### src/rtl/imem_fetch_controller_if.sv
// imem_fetch_controller_if: bundles the loader, instruction-memory, redirect
// and decode-handshake signals of imem_fetch_controller.
//   master : controller side (drives memory port, ld_ack, ins_*, state_o)
//   slave  : environment side (loader, memory, execute, decode)
interface imem_fetch_controller_if;
  logic        start;
  logic        ld_req;
  logic [31:0] ld_addr;
  logic [31:0] ld_data;
  logic        ld_ack;
  logic [31:0] imem_A;
  logic        imem_WE;
  logic [31:0] imem_WD;
  logic [31:0] imem_RD;
  logic        redirect;
  logic [31:0] redirect_pc;
  logic        ins_valid;
  logic [31:0] ins_data;
  logic [31:0] ins_pc;
  logic        ins_ready;
  logic [1:0]  state_o;

  modport master (
    input  start, ld_req, ld_addr, ld_data, imem_RD, redirect, redirect_pc, ins_ready,
    output ld_ack, imem_A, imem_WE, imem_WD, ins_valid, ins_data, ins_pc, state_o
  );

  modport slave (
    output start, ld_req, ld_addr, ld_data, imem_RD, redirect, redirect_pc, ins_ready,
    input  ld_ack, imem_A, imem_WE, imem_WD, ins_valid, ins_data, ins_pc, state_o
  );
endinterface

### src/rtl/imem_fetch_controller.sv
// imem_fetch_controller: sequences the single-port instruction memory.
// Fetches sequential words into a DEPTH-entry {pc, instr} prefetch queue that
// feeds decode over valid/ready; a redirect flushes the queue and restarts
// fetch; a program loader takes the memory port with absolute priority.
// Ports:
//   clk, rst      : clock, synchronous active-high reset
//   bus (master)  : start, ld_req/ld_addr/ld_data/ld_ack loader port,
//                   imem_A/WE/WD/RD memory port, redirect/redirect_pc,
//                   ins_valid/ins_data/ins_pc/ins_ready decode port, state_o
// Parameters: DEPTH (power of two, >= 2), RESET_PC.
// Optional: define IMEM_HALT_EN to stop fetching after an ebreak is pushed
// (HALT state, left only by redirect, ld_req or rst).
module imem_fetch_controller #(
  parameter int unsigned DEPTH    = 4,
  parameter logic [31:0] RESET_PC = 32'h0000_0000
) (
  input logic                   clk,
  input logic                   rst,
  imem_fetch_controller_if.master bus
);

  localparam int unsigned   AW   = (DEPTH > 1) ? $clog2(DEPTH) : 1;
  localparam int unsigned   CW   = $clog2(DEPTH + 1);
  localparam logic [31:0]   PC0  = {RESET_PC[31:2], 2'b00};
  localparam logic [CW-1:0] FULL = CW'(DEPTH);
`ifdef IMEM_HALT_EN
  localparam logic [31:0]   EBREAK = 32'h0010_0073;
`endif

  typedef enum logic [1:0] {
    S_IDLE  = 2'd0,
    S_FETCH = 2'd1,
    S_LOAD  = 2'd2,
    S_HALT  = 2'd3
  } state_t;

  state_t        state, state_n;
  logic [31:0]   fetch_pc, fetch_pc_n;
  logic [CW-1:0] count;
  logic [AW-1:0] rd_ptr, wr_ptr;
  logic [31:0]   q_pc  [DEPTH];
  logic [31:0]   q_ins [DEPTH];
  logic          push, pop, flush;

  // Next state, fetch address and queue control.
  always_comb begin
    state_n    = state;
    fetch_pc_n = fetch_pc;
    push       = 1'b0;
    flush      = 1'b0;
    pop        = (count != '0) && bus.ins_ready;
    unique case (state)
      S_IDLE: begin
        if (bus.ld_req) begin
          state_n = S_LOAD;
          flush   = 1'b1;
        end else if (bus.start) begin
          state_n    = S_FETCH;
          fetch_pc_n = PC0;
        end
      end
      S_FETCH: begin
        if (bus.ld_req) begin
          state_n = S_LOAD;
          flush   = 1'b1;
        end else if (bus.redirect) begin
          flush      = 1'b1;
          fetch_pc_n = bus.redirect_pc & ~32'h3;
        end else if (count != FULL || pop) begin
          // A full queue can still accept a word when the head leaves this cycle.
          push       = 1'b1;
          fetch_pc_n = fetch_pc + 32'd4;
`ifdef IMEM_HALT_EN
          if (bus.imem_RD == EBREAK) state_n = S_HALT;
`endif
        end
      end
      S_LOAD: begin
        flush = 1'b1;
        if (!bus.ld_req) begin
          state_n    = S_IDLE;
          fetch_pc_n = PC0;
        end
      end
      S_HALT: begin
        if (bus.ld_req) begin
          state_n = S_LOAD;
          flush   = 1'b1;
        end else if (bus.redirect) begin
          state_n    = S_FETCH;
          flush      = 1'b1;
          fetch_pc_n = bus.redirect_pc & ~32'h3;
        end
      end
    endcase
    // A flush discards the head, so a concurrent pop has no effect.
    if (flush) pop = 1'b0;
  end

  always_ff @(posedge clk) begin
    if (rst) begin
      state    <= S_IDLE;
      fetch_pc <= PC0;
      count    <= '0;
      rd_ptr   <= '0;
      wr_ptr   <= '0;
      for (int unsigned i = 0; i < DEPTH; i++) begin
        q_pc[i]  <= '0;
        q_ins[i] <= '0;
      end
    end else begin
      state    <= state_n;
      fetch_pc <= fetch_pc_n;
      if (flush) begin
        count  <= '0;
        rd_ptr <= '0;
        wr_ptr <= '0;
      end else begin
        if (push) begin
          q_pc[wr_ptr]  <= fetch_pc;
          q_ins[wr_ptr] <= bus.imem_RD;
          wr_ptr        <= wr_ptr + 1'b1;
        end
        if (pop) rd_ptr <= rd_ptr + 1'b1;
        if (push && !pop)      count <= count + 1'b1;
        else if (pop && !push) count <= count - 1'b1;
      end
    end
  end

  assign bus.ins_valid = (count != '0);
  assign bus.ins_data  = q_ins[rd_ptr];
  assign bus.ins_pc    = q_pc[rd_ptr];
  assign bus.state_o   = state;

  // Memory port: the loader owns it only while in LOAD.
  always_comb begin
    bus.imem_A  = fetch_pc;
    bus.imem_WE = 1'b0;
    bus.imem_WD = '0;
    bus.ld_ack  = 1'b0;
    if (state == S_LOAD) begin
      bus.imem_A  = bus.ld_addr & ~32'h3;
      bus.imem_WE = bus.ld_req;
      bus.imem_WD = bus.ld_data;
      bus.ld_ack  = bus.ld_req;
    end
  end

endmodule

### src/flat_wrapper.sv
// flat-port wrapper written by rule: the top's interface ports become plain ports
module imem_fetch_controller_flat 
#(
  parameter int unsigned DEPTH    = 4,
  parameter logic [31:0] RESET_PC = 32'h0000_0000
)
  (clk, rst, bus_start, bus_ld_req, bus_ld_addr, bus_ld_data, bus_imem_RD, bus_redirect, bus_redirect_pc, bus_ins_ready, bus_ld_ack, bus_imem_A, bus_imem_WE, bus_imem_WD, bus_ins_valid, bus_ins_data, bus_ins_pc, bus_state_o);
  imem_fetch_controller_if bus_i ();
  input logic clk;
  input logic rst;
  input wire logic [$bits(bus_i.start)-1:0] bus_start;
  input wire logic [$bits(bus_i.ld_req)-1:0] bus_ld_req;
  input wire logic [$bits(bus_i.ld_addr)-1:0] bus_ld_addr;
  input wire logic [$bits(bus_i.ld_data)-1:0] bus_ld_data;
  input wire logic [$bits(bus_i.imem_RD)-1:0] bus_imem_RD;
  input wire logic [$bits(bus_i.redirect)-1:0] bus_redirect;
  input wire logic [$bits(bus_i.redirect_pc)-1:0] bus_redirect_pc;
  input wire logic [$bits(bus_i.ins_ready)-1:0] bus_ins_ready;
  output wire logic [$bits(bus_i.ld_ack)-1:0] bus_ld_ack;
  output wire logic [$bits(bus_i.imem_A)-1:0] bus_imem_A;
  output wire logic [$bits(bus_i.imem_WE)-1:0] bus_imem_WE;
  output wire logic [$bits(bus_i.imem_WD)-1:0] bus_imem_WD;
  output wire logic [$bits(bus_i.ins_valid)-1:0] bus_ins_valid;
  output wire logic [$bits(bus_i.ins_data)-1:0] bus_ins_data;
  output wire logic [$bits(bus_i.ins_pc)-1:0] bus_ins_pc;
  output wire logic [$bits(bus_i.state_o)-1:0] bus_state_o;
  assign bus_i.start = bus_start;
  assign bus_i.ld_req = bus_ld_req;
  assign bus_i.ld_addr = bus_ld_addr;
  assign bus_i.ld_data = bus_ld_data;
  assign bus_i.imem_RD = bus_imem_RD;
  assign bus_i.redirect = bus_redirect;
  assign bus_i.redirect_pc = bus_redirect_pc;
  assign bus_i.ins_ready = bus_ins_ready;
  assign bus_ld_ack = bus_i.ld_ack;
  assign bus_imem_A = bus_i.imem_A;
  assign bus_imem_WE = bus_i.imem_WE;
  assign bus_imem_WD = bus_i.imem_WD;
  assign bus_ins_valid = bus_i.ins_valid;
  assign bus_ins_data = bus_i.ins_data;
  assign bus_ins_pc = bus_i.ins_pc;
  assign bus_state_o = bus_i.state_o;
  imem_fetch_controller #(.DEPTH(DEPTH), .RESET_PC(RESET_PC)) u_core (.clk(clk), .rst(rst), .bus(bus_i));
endmodule
### config.mk
export PLATFORM = sky130hd
export DESIGN_NAME = imem_fetch_controller_flat
export DESIGN_NICKNAME = d
export VERILOG_FILES = /design/src/rtl/imem_fetch_controller_if.sv /design/src/rtl/imem_fetch_controller.sv /design/src/flat_wrapper.sv
export SDC_FILE = /design/constraint.sdc
export NUM_CORES = 1
export LEC_CHECK = 0
export ABC_AREA = 1
export CAP_MARGIN = 30
export CORE_UTILIZATION = 55
export DETAILED_ROUTE_END_ITERATION = 10
export PLACE_DENSITY = 0.87
export SLEW_MARGIN = 20
export SYNTH_ARGS = -nofsm -noshare
export SYNTH_HDL_FRONTEND = slang
export SYNTH_SLANG_ARGS = --single-unit
### constraint.sdc
create_clock -name clk -period 9.75 [get_ports clk]
set_input_delay 1.4625 -clock clk [delete_from_list [all_inputs] [get_ports clk]]
set_output_delay 1.4625 -clock clk [all_outputs]
set_load 0.01 [all_outputs]
## Word level (Yosys, flattened, before mapping)

Memory sizes are Yosys's and may differ from the RTL's. A register that Yosys moved wholly into a read port is not among the register bits.
Index checks and enable logic that the tools add are counted.

- Memories kept: 2
- Output and inout port bits: 133
- Bits in latches: 0
- Bits of input ports: 134
- Bits in read-only memories: 0
- RAM bits: 256
- Word-level logic and storage cells: 87
- Bits in registers: 41

- Equal/unequal tests: 14
- Add/subtract/negate cells: 5
- Reductions and logical operators: 15
- Muxes and demuxes: 46
- Shifts and indexed selects: 0
- Magnitude comparators: 0
- Multipliers: 0
- Divide/modulo/power cells: 0
- Bitwise gates (word level): 0

Memories:

| name | words | bits a word | read ports | clocked after memory_dff | write ports | line | source |
|---|---|---|---|---|---|---|---|
| u_core.q_ins | 4 | 32 | 1 | 1 | 4 | imem_fetch_controller.sv:42 | `logic [31:0] q_ins [DEPTH];` |
| u_core.q_pc | 4 | 32 | 1 | 1 | 4 | imem_fetch_controller.sv:41 | `logic [31:0] q_pc [DEPTH];` |

Operators by type and width:

| operator | count |
|---|---|
| two-way mux 32 bit | 12 |
| one-hot mux 32 bit (4 select lines) | 1 |
| OR reduction 32 bit | 2 |
| adder 32 x 3 -> 32 bit (second input constant) | 1 |
| two-way mux 2 bit | 12 |
| two-way mux 1 bit | 17 |
| != test 2 bit (second input constant) | 7 |
| != test 3 bit (second input constant) | 3 |
| one-hot mux 2 bit (4 select lines) | 1 |
| AND reduction 7 bit | 1 |
| two-way mux 3 bit | 2 |
| adder 2 x 1 -> 2 bit (second input constant) | 2 |
| equality test 2 bit (second input constant) | 2 |
| AND reduction 4 bit | 1 |
| OR reduction 2 bit | 2 |
| adder 3 x 1 -> 3 bit (second input constant) | 1 |
| logical AND 1 bit | 3 |
| != test 3 x 2 -> 1 bit (second input constant) | 1 |
| one-hot mux 1 bit (3 select lines) | 1 |
| nonzero test 3 bit | 1 |
| subtractor 3 x 1 -> 3 bit (second input constant) | 1 |
| equality test 2 x 1 -> 1 bit (second input constant) | 1 |
| logical NOT 1 bit | 2 |
| logical NOT 2 bit | 1 |
| other kinds (2) | 2 |

## Longest topological paths before layout

- Depth after elaboration: 13
- Gate-level depth with buffers: 14

## Worst setup path before layout

No wires, ideal clock.

- Path type: input-to-reg
- From: in bus_ld_req
- To: mem u_core.q_ins[3][0], enable pin
- Stages: 5
- Path buffers: 0
- Path slack: 2867 ps
- Data arrival time: 6312 ps
- Path through: nor2_1 > nand3_1 > inv_2 > nand3_1 > o21ai_0

RTL lines:

| what | line | source |
|---|---|---|
| from (decl) | flat_wrapper.sv:12 | `input wire logic [$bits(bus_i.ld_req)-1:0] bus_ld_req;` |
| to (decl) | imem_fetch_controller.sv:42 |  |

==> run_results.csv <==
group,metric,value,unit
status,status,"complete, no violations",
floorplanning,io_pins,267,
worst_setup_path,crit_type,"flip-flop to primary output",
global_routing,grt_pass1_wl,59.8,mm
timing,period_minus_slack,4.77,ns
route,drt_pass1_iterations,5,
floorplanning,fp-row-count,58,
clock_tree,root_buffer,"clkbuf_16",
floorplanning,core,25200,um^2
timing,setup_violations,0,
clock_tree,cts_tree,"done",
yosys,synth.distinct_cells,34,
run,cap_violations,0,
yosys,yosys_warnings,0,
timing,fin_setup_tns,0,ns
worst_setup_path,worstSetupStartpointType,"flip-flop",
final_layout,diodes,0,
worst_setup_path,worst-endpoint-required,8.29,ns
placement,gp_congestion,0.984,
yosys,syn-instance-count,1607,
timing,fmax,209,MHz
clock_tree,cts_sinks,293,
final_layout,drive_above_1_share,3.80,%
global_routing,first_global_vias,11900,
route,wl_per_cell,18.0,um
route,wirelength,39.0,mm
clock_tree,clk_path_buf_depth,3,
placement,numPortBuffers,260,
global_routing,track_usage,29.0,%
route,drc,0,
route,ant_nets,0,
clock_tree,cts_resized,0,
yosys,ys_ff_latch,293,
route,num_vias,12300,
global_routing,overflow,0,
timing,finClkSkew,0.00887,ns
route,drt_iter0_markers,1533,
floorplanning,initial_utilization,56.1,%
timing,slew_headroom,33.5,%
floorplanning,die_h,162,um
timing,rsz0062_at_grt,"no",
floorplanning,die_area,26300,um^2
global_routing,antenna_found_initial,0,
final_layout,nNetsFinal,1961,
clock_tree,htreeDepth,1,
worst_setup_path,crit_fanout,77,
final_layout,area_delta_synth_final,25.4,%
worst_setup_path,arrival,3.31,ns
worst_setup_path,cp-end-kind,"primary output",
floorplanning,dieWidth,162,um
yosys,syn-cell-area,14100,um^2
timing,period_share,49.0,%
clock_tree,postCtsHoldBufs,0,
clock_tree,postCtsSetupBuffers,0,
clock_tree,clock_latency,0.55,ns
power_and_ir_drop,p_per_area,209,nW/um^2
timing,hold_viol,0,
power_and_ir_drop,vdd_drop_max,0.000166,V
final_layout,fin_util,70.4,%
timing,drv_slew,0,
placement,dp_hpwl,23.4,mm
global_routing,grt_max_degree,109,
clock_tree,clk_pin_slew,0.06,ns
min_path,hp-class,"flip-flop to flip-flop",
clock_tree,cts_buffers,29,
timing,worst_slew_pin_slew,0.997,ns
power_and_ir_drop,leakagePower,6.89,nW
route,vias_per_cell,5.67,
yosys,synth_seq_area_share,59.3,%
yosys,avgSynthCellArea,8.79,um^2
cell usage after synthesis:
cell type	instances	area, um^2
clkbuf_1	62	233
ha_1	6	75.1
inv_2	4	15.0
nor2_2	2	12.5
buf_4	10	75.1
buf_2	16	80.1
nand2_4	1	11.3
xor2_1	3	26.3
edfxtp_1	252	7570
a31oi_1	2	12.5
buf_6	6	67.6
nand3_1	43	215
conb_1	1	3.75
nand2_1	239	897
a211oi_1	1	7.51
nor3_1	4	20.0
o21ai_1	1	5.00
o21a_1	2	15.0
o21ai_0	182	911
nand3_2	1	10.0
nor3b_1	3	22.5
nor2_1	468	1760
a22o_1	1	8.76
inv_1	122	458
o22ai_1	64	400
nand4_1	6	37.5
fa_1	1	20.0
a21oi_1	45	225
nand3b_1	1	7.51
dfxtp_1	41	821
buf_1	3	11.3
a21boi_0	10	75.1
clkinv_1	2	7.51
nor2_4	2	22.5
state kept, by name, summed over array words and instances, names as in the netlist, named ones only:
name / flops
u_core.bus.state_o: 2
u_core.count: 3
u_core.fetch_pc: 30
u_core.q_ins: 128
u_core.q_pc: 124
u_core.rd_ptr: 2
u_core.wr_ptr: 2
power by group:
group | switching, mW | leakage (nW) | internal, mW
clock network | 0.453 | 0.394 | 0.543
logic | 0.678 | 3.55 | 0.447
registers | 0.0993 | 2.94 | 1.48
routing by layer:
layer  vias up  part of all wire, %  global-route usage [%]  wire length [um]
met1      5723                   38                    37.3             14800
met2       738                   49                    50.2             19300
met4         0                  3.4                    11.3              1340
met5         -                    0                       0                 0
li1       5763                    -                       -                 -
met3        89                  9.4                    3.24              3670
cell usage in the layout (no fill, tap or decap), types with 9 or more instances in the layout:
cell type and instances:
a21boi_0 10, a21oi_1 45, o22ai_1 64, clkdlybuf4s50_1 260, clkbuf_1 9, nand3_1 43
nand2_1 234, o21ai_0 181, clkbuf_16 29, clkinv_1 10, edfxtp_1 252, dfxtp_1 39
inv_1 121, buf_4 11, nor2_1 468
final cells by class:
class	instances	area [um^2]
inverters	128	482
fillers	1844	7460
flip-flops and latches	293	8390
clock buffers	38	759
clock inverters	15	63.8
multi-input cells	1094	4860
well taps	330	413
repair buffers	274	2750
path summary, 6_finish.rpt:
check | depth (start not counted) | startpoint | endpoint | slack, ns
worst max-delay path | 4 | flip-flop | bus_ins_pc[22] | 4.98
worst min-delay path | 2 | u_core.count[1] | u_core.count[1] | 0.52
worst max register to register | 11 | u_core.bus.state_o[0] | u_core.q_ins[1][5] | 5.77
worst min register to register | 2 | u_core.count[1] | u_core.count[1] | 0.52
kinds of logic (layout without fill, tap and decap cells):
logic type               after synthesis  after routing  synth area share (%)
other                                  1              6                0.0265
XOR/XNOR                               3              3                 0.186
buffers and inverters                225            455                  6.70
AO/OA/AOI/OAI                        308            308                  11.7
flip-flops                           293            293                  59.3
AND/OR/NAND/NOR                      770            770                  21.3
adder cells (fa/ha/maj)                7              7                 0.673
per-stage QoR:
stage / hold slack [ns] / instances / setup WS, ns / total power, mW / cell area [um^2]
floorplan: 0.477 / 1612 / 2.87 / 2.18 / 14200
global placement: 0.489 / 2116 / 4.52 / 2.67 / 16800
detailed placement: 0.507 / 2117 / 4.51 / 2.70 / 16900
CTS: 0.517 / 2170 / 4.85 / 3.68 / 17700
global route: 0.541 / 2172 / 4.86 / 3.87 / 17700
finish: 0.516 / 2172 / 4.98 / 3.70 / 17700
worst max-delay path: stages (launching register included):
cell             delay, ns
dfxtp_4               0.68
buf_4                 0.68
o21ai_0               0.27
o22ai_1               0.46
clkdlybuf4s50_1       0.63
No activity file was read; power rests on OpenSTA's default activity.
